[config.mk]
export PLATFORM = sky130hd
export DESIGN_NAME = reorder_buffer_flat
export DESIGN_NICKNAME = d
export VERILOG_FILES = /design/src/rtl/reorder_buffer_pkg.sv /design/src/rtl/reorder_buffer_if.sv /design/src/rtl/reorder_buffer_wrap_ptr.sv /design/src/rtl/reorder_buffer.sv /design/src/flat_wrapper.sv
export SDC_FILE = /design/constraint.sdc
export NUM_CORES = 1
export LEC_CHECK = 0
export ABC_AREA = 1
export CAP_MARGIN = 20
export CORE_UTILIZATION = 40
export CTS_CLUSTER_SIZE = 20
export DETAILED_ROUTE_END_ITERATION = 12
export GPL_TIMING_DRIVEN = 1
export PLACE_DENSITY = 0.56
export SYNTH_ARGS = -nofsm -noshare
export SYNTH_HDL_FRONTEND = slang
export SYNTH_SLANG_ARGS = --single-unit
[constraint.sdc]
create_clock -name clk -period 3.9 [get_ports clk]
set_input_delay 0.78 -clock clk [delete_from_list [all_inputs] [get_ports clk]]
set_output_delay 0.78 -clock clk [all_outputs]
set_load 0.02 [all_outputs]
[src/rtl/reorder_buffer_pkg.sv]
// ---------------------------------------------------------------------------
// rob_pkg
// Shared definitions for the reorder buffer and its bus interface.
// The physical register width comes from the same register counts the
// rename table is built from, so the two blocks cannot drift apart.
// Contents:
//   AREG_BITS, PHYS_ADDR_BITS, ROB_DEPTH, SEQ_NUM_BITS  - width constants
//   rob_entry_t                                         - one ROB slot
// ---------------------------------------------------------------------------
package rob_pkg;

    localparam int RT_NUM_AREGS   = 32;
    localparam int RT_NUM_PREGS   = 64;
    localparam int AREG_BITS      = $clog2(RT_NUM_AREGS);
    localparam int PHYS_ADDR_BITS = $clog2(RT_NUM_PREGS);
    localparam int ROB_DEPTH      = 16;
    localparam int SEQ_NUM_BITS   = $clog2(ROB_DEPTH);

    typedef struct packed {
        logic                      valid;
        logic                      done;
        logic [AREG_BITS-1:0]      areg;
        logic [PHYS_ADDR_BITS-1:0] preg;
        logic [PHYS_ADDR_BITS-1:0] ppreg;
    } rob_entry_t;

endpackage

[src/rtl/reorder_buffer_if.sv]
// ---------------------------------------------------------------------------
// rob_if
// Allocate / complete / commit bus between the rename and execute stages and
// the reorder buffer.
//   master : rename/execute side - drives alloc_* and complete_*, sees commit_*
//   slave  : reorder buffer      - drives alloc_rdy/alloc_seq_num and commit_*
// ---------------------------------------------------------------------------
interface rob_if
    import rob_pkg::*;
#(
    parameter int p_phys_addr_bits = PHYS_ADDR_BITS,
    parameter int p_seq_num_bits   = SEQ_NUM_BITS
);
    logic                        alloc_val;
    logic                        alloc_rdy;
    logic [AREG_BITS-1:0]        alloc_areg;
    logic [p_phys_addr_bits-1:0] alloc_preg;
    logic [p_phys_addr_bits-1:0] alloc_ppreg;
    logic [p_seq_num_bits-1:0]   alloc_seq_num;

    logic                        complete_val;
    logic [p_seq_num_bits-1:0]   complete_seq_num;

    logic                        commit_val;
    logic [p_seq_num_bits-1:0]   commit_seq_num;
    logic [AREG_BITS-1:0]        commit_areg;
    logic [p_phys_addr_bits-1:0] commit_preg;
    logic [p_phys_addr_bits-1:0] commit_ppreg;

    modport master (
        output alloc_val, alloc_areg, alloc_preg, alloc_ppreg,
        output complete_val, complete_seq_num,
        input  alloc_rdy, alloc_seq_num,
        input  commit_val, commit_seq_num, commit_areg, commit_preg, commit_ppreg
    );

    modport slave (
        input  alloc_val, alloc_areg, alloc_preg, alloc_ppreg,
        input  complete_val, complete_seq_num,
        output alloc_rdy, alloc_seq_num,
        output commit_val, commit_seq_num, commit_areg, commit_preg, commit_ppreg
    );
endinterface

[src/rtl/reorder_buffer_wrap_ptr.sv]
// ---------------------------------------------------------------------------
// wrap_ptr
// Circular pointer of p_idx_bits index bits plus one wrap bit. The wrap bit
// lets the owner tell full from empty when the index bits are equal.
//   clk     in   clock
//   rst     in   asynchronous active-low reset, pointer to 0
//   incr_i  in   advance by one this cycle
//   idx_o   out  index bits
//   wrap_o  out  wrap bit
// ---------------------------------------------------------------------------
module wrap_ptr #(
    parameter int p_idx_bits = 4
) (
    input  logic                  clk,
    input  logic                  rst,
    input  logic                  incr_i,
    output logic [p_idx_bits-1:0] idx_o,
    output logic                  wrap_o
);
    logic [p_idx_bits:0] ptr_q;
    logic [p_idx_bits:0] ptr_d;

    assign ptr_d = ptr_q + {{p_idx_bits{1'b0}}, incr_i};

    always_ff @(posedge clk or negedge rst) begin
        if (!rst) ptr_q <= '0;
        else      ptr_q <= ptr_d;
    end

    assign idx_o  = ptr_q[p_idx_bits-1:0];
    assign wrap_o = ptr_q[p_idx_bits];
endmodule

[src/rtl/reorder_buffer.sv]
// ---------------------------------------------------------------------------
// reorder_buffer
// In-order reorder buffer behind the rename table. Entries are allocated at
// the tail, marked done on completion and retired from the head in program
// order; commit_ppreg feeds the rename table's free list.
//   clk  in   clock, rising edge
//   rst  in   asynchronous active-low reset, discards every entry
//   rob  slave modport of rob_if (alloc / complete / commit)
// Build option ROB_COMMIT_BYPASS_EN: the head may commit in the same cycle
// its completion arrives, without its done bit being written.
// ---------------------------------------------------------------------------
module reorder_buffer
    import rob_pkg::*;
#(
    parameter int p_depth          = ROB_DEPTH,
    parameter int p_phys_addr_bits = PHYS_ADDR_BITS,
    parameter int p_seq_num_bits   = $clog2(p_depth)
) (
    input  logic clk,
    input  logic rst,
    rob_if.slave rob
);
    logic [p_seq_num_bits-1:0]   head_idx;
    logic [p_seq_num_bits-1:0]   tail_idx;
    logic                        head_wrap;
    logic                        tail_wrap;
    logic                        full;
    logic                        alloc_fire;
    logic                        commit_fire;
    logic [p_phys_addr_bits-1:0] commit_preg;
    logic [p_phys_addr_bits-1:0] commit_ppreg;
    rob_entry_t                  head_entry;
    rob_entry_t                  entries_q [p_depth];
    rob_entry_t                  entries_d [p_depth];

    wrap_ptr #(.p_idx_bits(p_seq_num_bits)) u_head (
        .clk    (clk),
        .rst    (rst),
        .incr_i (commit_fire),
        .idx_o  (head_idx),
        .wrap_o (head_wrap)
    );

    wrap_ptr #(.p_idx_bits(p_seq_num_bits)) u_tail (
        .clk    (clk),
        .rst    (rst),
        .incr_i (alloc_fire),
        .idx_o  (tail_idx),
        .wrap_o (tail_wrap)
    );

    assign full       = (head_idx == tail_idx) && (head_wrap != tail_wrap);
    assign alloc_fire = rob.alloc_val && !full;
    assign head_entry = entries_q[head_idx];

`ifdef ROB_COMMIT_BYPASS_EN
    logic complete_hit_head;
    assign complete_hit_head = rob.complete_val && (rob.complete_seq_num == head_idx);
    assign commit_fire       = head_entry.valid && (head_entry.done || complete_hit_head);
`else
    assign commit_fire       = head_entry.valid && head_entry.done;
`endif

    // Commit clears the head slot after any completion write, so a bypassed
    // head never keeps a stale done bit. Allocation cannot alias the head
    // slot while it commits: that would need the buffer to be both full and
    // non-empty-at-head with a free tail.
    always_comb begin
        entries_d = entries_q;
        if (rob.complete_val && entries_q[rob.complete_seq_num].valid)
            entries_d[rob.complete_seq_num].done = 1'b1;
        if (commit_fire)
            entries_d[head_idx] = '0;
        if (alloc_fire) begin
            entries_d[tail_idx].valid = 1'b1;
            entries_d[tail_idx].done  = 1'b0;
            entries_d[tail_idx].areg  = rob.alloc_areg;
            entries_d[tail_idx].preg  = rob.alloc_preg;
            // No destination means nothing to free; ppreg 0 is ignored downstream.
            entries_d[tail_idx].ppreg = (rob.alloc_areg == '0) ? '0 : rob.alloc_ppreg;
        end
    end

    always_ff @(posedge clk or negedge rst) begin
        if (!rst) begin
            for (int i = 0; i < p_depth; i++) entries_q[i] <= '0;
        end else begin
            entries_q <= entries_d;
        end
    end

    assign commit_preg  = commit_fire ? head_entry.preg  : '0;
    assign commit_ppreg = commit_fire ? head_entry.ppreg : '0;

    assign rob.alloc_rdy      = !full;
    assign rob.alloc_seq_num  = tail_idx;
    assign rob.commit_val     = commit_fire;
    assign rob.commit_seq_num = commit_fire ? head_idx : '0;
    assign rob.commit_areg    = commit_fire ? head_entry.areg : '0;
    assign rob.commit_preg    = commit_preg;
    assign rob.commit_ppreg   = commit_ppreg;

`ifndef SYNTHESIS
    complete_valid_a: assert property (@(posedge clk) disable iff (!rst)
        rob.complete_val |-> entries_q[rob.complete_seq_num].valid);
`endif
endmodule

[src/flat_wrapper.sv]
// flat-port wrapper written by rule: the top's interface ports become plain ports
module reorder_buffer_flat import rob_pkg::*;
#(
    parameter int p_depth          = ROB_DEPTH,
    parameter int p_phys_addr_bits = PHYS_ADDR_BITS,
    parameter int p_seq_num_bits   = $clog2(p_depth)
)
  (clk, rst, rob_alloc_val, rob_alloc_areg, rob_alloc_preg, rob_alloc_ppreg, rob_complete_val, rob_complete_seq_num, rob_alloc_rdy, rob_alloc_seq_num, rob_commit_val, rob_commit_seq_num, rob_commit_areg, rob_commit_preg, rob_commit_ppreg);
  rob_if #(.p_phys_addr_bits(p_phys_addr_bits), .p_seq_num_bits(p_seq_num_bits)) rob_i ();
  input  logic clk;
  input  logic rst;
  input wire logic [$bits(rob_i.alloc_val)-1:0] rob_alloc_val;
  input wire logic [$bits(rob_i.alloc_areg)-1:0] rob_alloc_areg;
  input wire logic [$bits(rob_i.alloc_preg)-1:0] rob_alloc_preg;
  input wire logic [$bits(rob_i.alloc_ppreg)-1:0] rob_alloc_ppreg;
  input wire logic [$bits(rob_i.complete_val)-1:0] rob_complete_val;
  input wire logic [$bits(rob_i.complete_seq_num)-1:0] rob_complete_seq_num;
  output wire logic [$bits(rob_i.alloc_rdy)-1:0] rob_alloc_rdy;
  output wire logic [$bits(rob_i.alloc_seq_num)-1:0] rob_alloc_seq_num;
  output wire logic [$bits(rob_i.commit_val)-1:0] rob_commit_val;
  output wire logic [$bits(rob_i.commit_seq_num)-1:0] rob_commit_seq_num;
  output wire logic [$bits(rob_i.commit_areg)-1:0] rob_commit_areg;
  output wire logic [$bits(rob_i.commit_preg)-1:0] rob_commit_preg;
  output wire logic [$bits(rob_i.commit_ppreg)-1:0] rob_commit_ppreg;
  assign rob_i.alloc_val = rob_alloc_val;
  assign rob_i.alloc_areg = rob_alloc_areg;
  assign rob_i.alloc_preg = rob_alloc_preg;
  assign rob_i.alloc_ppreg = rob_alloc_ppreg;
  assign rob_i.complete_val = rob_complete_val;
  assign rob_i.complete_seq_num = rob_complete_seq_num;
  assign rob_alloc_rdy = rob_i.alloc_rdy;
  assign rob_alloc_seq_num = rob_i.alloc_seq_num;
  assign rob_commit_val = rob_i.commit_val;
  assign rob_commit_seq_num = rob_i.commit_seq_num;
  assign rob_commit_areg = rob_i.commit_areg;
  assign rob_commit_preg = rob_i.commit_preg;
  assign rob_commit_ppreg = rob_i.commit_ppreg;
  reorder_buffer #(.p_depth(p_depth), .p_phys_addr_bits(p_phys_addr_bits), .p_seq_num_bits(p_seq_num_bits)) u_core (.clk(clk), .rst(rst), .rob(rob_i));
endmodule
; ---- Yosys cells after proc, flatten, opt, wreduce, memory -nomap -nowiden
; Index checks and enable logic that the tools add are counted.
[word_totals]
register_bits = 314
in_bits = 25
output_inout_bits = 27
word_cells = 140
[op_classes]
n_addsub = 2
n_lt_le_gt_ge = 6
eq_ne = 2
muxes = 34
bitwise_logic = 5
n_reduce_logical = 9
[op_table]
columns = op, count
row1 = $bwmux 304, 6
row2 = $mux 304, 3
row3 = $demux 19 s4, 7
row4 = $and 304x304->304, 1
row5 = $not 304->304, 1
row6 = $bmux 19 s4, 2
row7 = $mux 19, 6
row8 = $mux 18, 2
row9 = $mux 6, 4
row10 = $mux 17, 1
row11 = $ge 5x5->1 const B, 3
row12 = $lt 5x1->1 const B, 3
row13 = $not 4->5, 3
row14 = $mux 12, 1
row15 = $add 5x1->5, 2
row16 = $logic_and 1x1->1, 7
row17 = $logic_not 5->1, 1
row18 = $mux 5, 1
row19 = $eq 4x4->1, 1
row20 = $mux 4, 1
row21 = $logic_not 1->1, 1
row22 = $ne 1x1->1, 1

; ---- Logic depth before layout (Yosys ltp)
[logic_depth]
ltp_word = 15
ltp_mapped = 18
mapped_depth_nobuf = 15

; ---- Modules after synthesis
; A second synthesis with hierarchy kept.
[unflattened]
cells_unflattened = 2498
area_unflattened_um2 = 17297.8
[by_module_without_submodules]
columns = mod, instances, cells_each, area_per_inst_um2, seq_area_each_um2
row1 = reorder_buffer, 1, 2462, 16889.9, 7607.3
row2 = wrap_ptr, 2, 18, 203.9, 125.1

; ---- Least setup slack after synthesis
; OpenSTA, ideal clock, no wires.
[synth_path]
path_type = register to output
startpoint = register u_core.u_head.ptr_q[0]
endpoint = output port rob_commit_seq_num[0]
arrival_ns = 2.034
required_ns = 3.120
path_slack_ns = 1.086
path_stages_with_launch = 15
path_buffers = 4
path_cell_list = dfrtp_1 buf_6 buf_6 o21ai_1 nand2_1 nand2_1 nand2_1 nand2_1 inv_2 nand2_8 buf_12 nand2_1 buf_2 inv_1 ha_1
[synth_between]
elab_chain_len = 6
[synth_lines]
columns = item, line_no
row1 = "start, declared", reorder_buffer_wrap_ptr.sv:20  ; logic [p_idx_bits:0] ptr_q;
row2 = "start signal, assigned", reorder_buffer_wrap_ptr.sv:27  ; else ptr_q <= ptr_d;
row3 = $not 4->5 (not written as such), reorder_buffer.sv:54  ; assign head_entry = entries_q[head_idx];
row4 = $bmux 19 s4, reorder_buffer.sv:54
row5 = $mux 19 (not written as such) (2 in series), reorder_buffer.sv:54
row6 = $logic_and 1x1->1, reorder_buffer.sv:61  ; assign commit_fire = head_entry.valid && head_entry.done;
row7 = via rob_commit_val, flat_wrapper.sv:20  ; output wire logic [$bits(rob_i.commit_val)-1:0] rob_commit_val;
row8 = $mux 4, reorder_buffer.sv:98  ; assign rob.commit_seq_num = commit_fire ? head_idx : '0;
row9 = "end, declared", flat_wrapper.sv:21  ; output wire logic [$bits(rob_i.commit_seq_num)-1:0] rob_commit_seq_num;
; The timed path passes the listed nets, and every way through them passes these cells. The select of a mux whose other input is x is not followed.

; ---- Worst setup path in the final report
[layout_path]
startpoint = register u_core.u_head.ptr_q[0]
endpoint = output port rob_commit_ppreg[2]
[layout_between]
elab_chain_len = 6
[layout_lines]
columns = item, line_no
row1 = $not 4->5 (not written as such) (*), reorder_buffer.sv:54
row2 = $bmux 19 s4 (*), reorder_buffer.sv:54
row3 = $mux 19 (not written as such) (*) (2 in series), reorder_buffer.sv:54
row4 = $logic_and 1x1->1, reorder_buffer.sv:61
row5 = $mux 6 (*), reorder_buffer.sv:93  ; assign commit_ppreg = commit_fire ? head_entry.ppreg : '0;
row6 = "end, declared", flat_wrapper.sv:24  ; output wire logic [$bits(rob_i.commit_ppreg)-1:0] rob_commit_ppreg;
; Every way passes the cells marked *; elsewhere a longest branch is shown, timed or not. The select of a mux whose other input is x is not followed.

==> impl_metrics.env <==
export IMPL_rows=75
export IMPL_dr_wl_met2_um=26600
export IMPL_numCtsBuffers=37
export IMPL_grt_pass1_vias=14775
export IMPL_yosysWarnings=0
export IMPL_worstSetupEndpointType="output pin"
export IMPL_max_freq_mhz=260
export IMPL_die_w_um=209
export IMPL_setup_viol=0
export IMPL_slew_violations=0
export IMPL_hold_viol_final=0
export IMPL_period_minus_slack_ps=3850
export IMPL_io_pins=52
export IMPL_yosysUniqueCellTypes=33
export IMPL_worst_pin_slew_ps=1010
export IMPL_cts_tree="yes"
export IMPL_die_y_um=209
export IMPL_cts_root_buf="clkbuf_16"
export IMPL_drc=0
export IMPL_cts_buffer_depth=3
export IMPL_synth_cells=2488
export IMPL_clkSinkCount=314
export IMPL_drt_iter0_drc=1235
export IMPL_vdd_drop_max_uv=401
export IMPL_diodes=0
export IMPL_cp_cell_sequence="clkinv_1, nor2_1, inv_2, bufbuf_16, o22ai_1, o21ai_0, nand4_1, nor2_1, clkdlybuf4s50_1"
export IMPL_cp_start_kind="register"
export IMPL_core_area_um2=42200
export IMPL_wl_met3_um=2750
export IMPL_ys_ff_latch=314
export IMPL_insertion_delay_ps=560
export IMPL_slowest_delay_ps=610
export IMPL_drt_met1_wl_um=25000
export IMPL_htree_levels=2
export IMPL_yosysSeqAreaShare_pct=45.6
export IMPL_relSlewSlack_pct=32.4
export IMPL_crit_buf_inv=4
export IMPL_criticalPathCategory="reg2out"
export IMPL_syn_nets=2517
export IMPL_grt_pass1_wl_um=89100
export IMPL_die_area_um2=43900
export IMPL_initial_core_util_pct=40.8
export IMPL_gp_congestion=0.932
export IMPL_hold_buffers=0
export IMPL_overflow=0
export IMPL_power_density_nw_per_um2=875
export IMPL_grt_util_all_layers_pct=26.5
export IMPL_syn_cell_area_um2=17200
export IMPL_fin_crit_sh_pct=98.6
export IMPL_fin_util_pct=45.8
export IMPL_drive_gt1_share_pct=5.99
export IMPL_io_buffer_count=51
export IMPL_p_leak_uw=0.0116
export IMPL_firstDrtPassIters=6
export IMPL_syn_avg_cell_area_um2=6.92
export IMPL_fin_setup_tns_ps=0
export IMPL_dp_hpwl_um=37400
export IMPL_slowest_stage="clkdlybuf4s50_1"
export IMPL_crit_arrival_ps=3070
export IMPL_grt_max_degree=90
export IMPL_antenna_found_initial=0
export IMPL_wl_per_cell_um=18.6
export IMPL_outcome="completed"
export IMPL_crit_top_cell="nor2_1"
export IMPL_via_count=15318
export IMPL_postRouteAntennaNets=0
export IMPL_via_per_inst=5.03
export IMPL_maxCapViolations=0
export IMPL_cp_max_fo=23
export IMPL_cp_data_required_time_ps=3120
export IMPL_fill_cells=4274
export IMPL_rsz0062_at_grt="false"
export IMPL_wirelength_um=56600
export IMPL_cpLargestDelayFamily="buffers and inverters"
export IMPL_finClkSkew_ps=22.8
export IMPL_finalNetCount=2511
export IMPL_whs_ps=249
export IMPL_holdCritPathClass="in2async"
export IMPL_highest_signal_layer="met4"
export IMPL_clk_pin_slew_ps=70
export IMPL_syn_to_final_growth_pct=12.3
[area by class of cell]
type                            instances  area [um^2]  area share (%)
Sequential cell                       314         7860            40.7
Multi-Input combinational cell       1685         7210            37.3
Inverter                              340         1280            6.62
Timing Repair Buffer                  104         1140            5.90
Clock buffer                           55         1100            5.67
Tap cell                              539          674            3.49
Clock inverter                          8         71.3           0.369
[power by group]
group | leakage [uW] | switching (uW) | total, uW | internal (uW)
registers | 0.00395 | 1090 | 5780 | 4680
clock network | 0.000574 | 1420 | 3420 | 2010
logic | 0.00709 | 4980 | 7720 | 2740
[metal layers]
metal | vias to the layer above | track usage (%)
met5 | - | 0
met4 | 0 | 11.4
met3 | 129 | 3.04
met2 | 487 | 43.1
met1 | 7181 | 35.8
li1 | 7521 | -
[path summary, 6_finish.rpt]
path                                                        from                               end  slack (ps)  depth (start not counted)
worst min-delay path                                         rst    u_core.entries_q[55]$_DFF_PN0_         250                          1
worst max register to register  u_core.u_head.ptr_q[0]$_DFF_PN0_    u_core.entries_q[36]$_DFF_PN0_        1300                         12
min in group clk                u_core.u_head.ptr_q[4]$_DFF_PN0_  u_core.u_head.ptr_q[4]$_DFF_PN0_         480                          1
worst max-delay path            u_core.u_head.ptr_q[0]$_DFF_PN0_               rob_commit_ppreg[2]          50                          9
max in group asynchronous                                    rst    u_core.entries_q[88]$_DFF_PN0_        2760                          2
worst min register to register  u_core.u_head.ptr_q[4]$_DFF_PN0_  u_core.u_head.ptr_q[4]$_DFF_PN0_         480                          1
[kinds of logic (layout without fill, tap and decap cells)]
kind of cell	count (synthesis)	after routing	share of synthesized area [%]
xor+xnor	9	9	0.458
flops	314	314	45.6
buf+inv	489	507	12.6
compound gates	228	228	7.67
fa+ha+maj	4	4	0.291
simple gates	1444	1444	33.4
[through the flow]
| step | total power [uW] | area (um^2) | worst slack (ps) | std cells |
|---|---|---|---|---|
| 6_report | 16900 | 19300 | 53.9 | 3045 |
| 5_1_grt | 18200 | 19300 | 5.15 | 3045 |
| 2_1_floorplan | 10700 | 17200 | 1090 | 2488 |
| 3_5_place_dp | 13300 | 18000 | 386 | 2979 |
| 3_3_place_gp | 13200 | 18000 | 369 | 2979 |
| 4_1_cts | 16900 | 19300 | 0.336 | 3045 |
[cells in the final DEF (no fill, tap or decap), drive strengths merged, types with 2 or more instances in the layout]
cell type and count:
a31oi 4, dfrtp 314, inv 266, a21oi 12, clkdlybuf4s50 37, o22ai 136
nand4 33, bufbuf 2, ha 4, nor2 71, dlymetal6s2s 13, nand2 1302
o21ai 76, xor2 7, xnor2 2, buf 52, clkbuf 55, nand3 35
clkinv 80
[sequential cells by signal (all words and copies together) (netlist names)]
register             count
u_core.entries_q       304
u_core.u_head.ptr_q      5
u_core.u_tail.ptr_q      5
[what timing repair did]
item | in CTS | in global routing
buffers inserted | 1 | 0
setup endpoints to repair | 16 | 19
pin swaps | 0 | 0
resized for setup | 15 | 22
gates cloned | 2 | 0
[synthesized netlist by cell type]
library cell | instances | area (um^2)
o22ai_1 | 136 | 851
a31oi_1 | 4 | 25.0
nand2_1 | 1297 | 4870
clkbuf_2 | 1 | 5.00
buf_4 | 9 | 67.6
inv_1 | 250 | 938
a21oi_2 | 1 | 8.76
buf_2 | 43 | 215
nand3_1 | 18 | 90.1
nand3_2 | 7 | 70.1
nor2_1 | 71 | 267
buf_12 | 1 | 20.0
buf_6 | 29 | 327
o21ai_1 | 7 | 35.0
nand2_8 | 1 | 20.0
buf_8 | 1 | 15.0
clkinv_1 | 74 | 278
nand2_4 | 1 | 11.3
nor3_1 | 1 | 5.00
dfrtp_1 | 314 | 7860
xnor2_1 | 2 | 17.5
a21oi_1 | 11 | 55.1
clkbuf_1 | 49 | 184
buf_1 | 16 | 60.1
nor4_1 | 1 | 6.26
ha_1 | 4 | 50.1
nand4_1 | 33 | 206
inv_2 | 16 | 60.1
o21ai_0 | 69 | 345
nand3_4 | 10 | 175
and2_1 | 1 | 6.26
nand2_2 | 3 | 18.8
xor2_1 | 7 | 61.3
No activity file was read; power rests on OpenSTA's default activity.
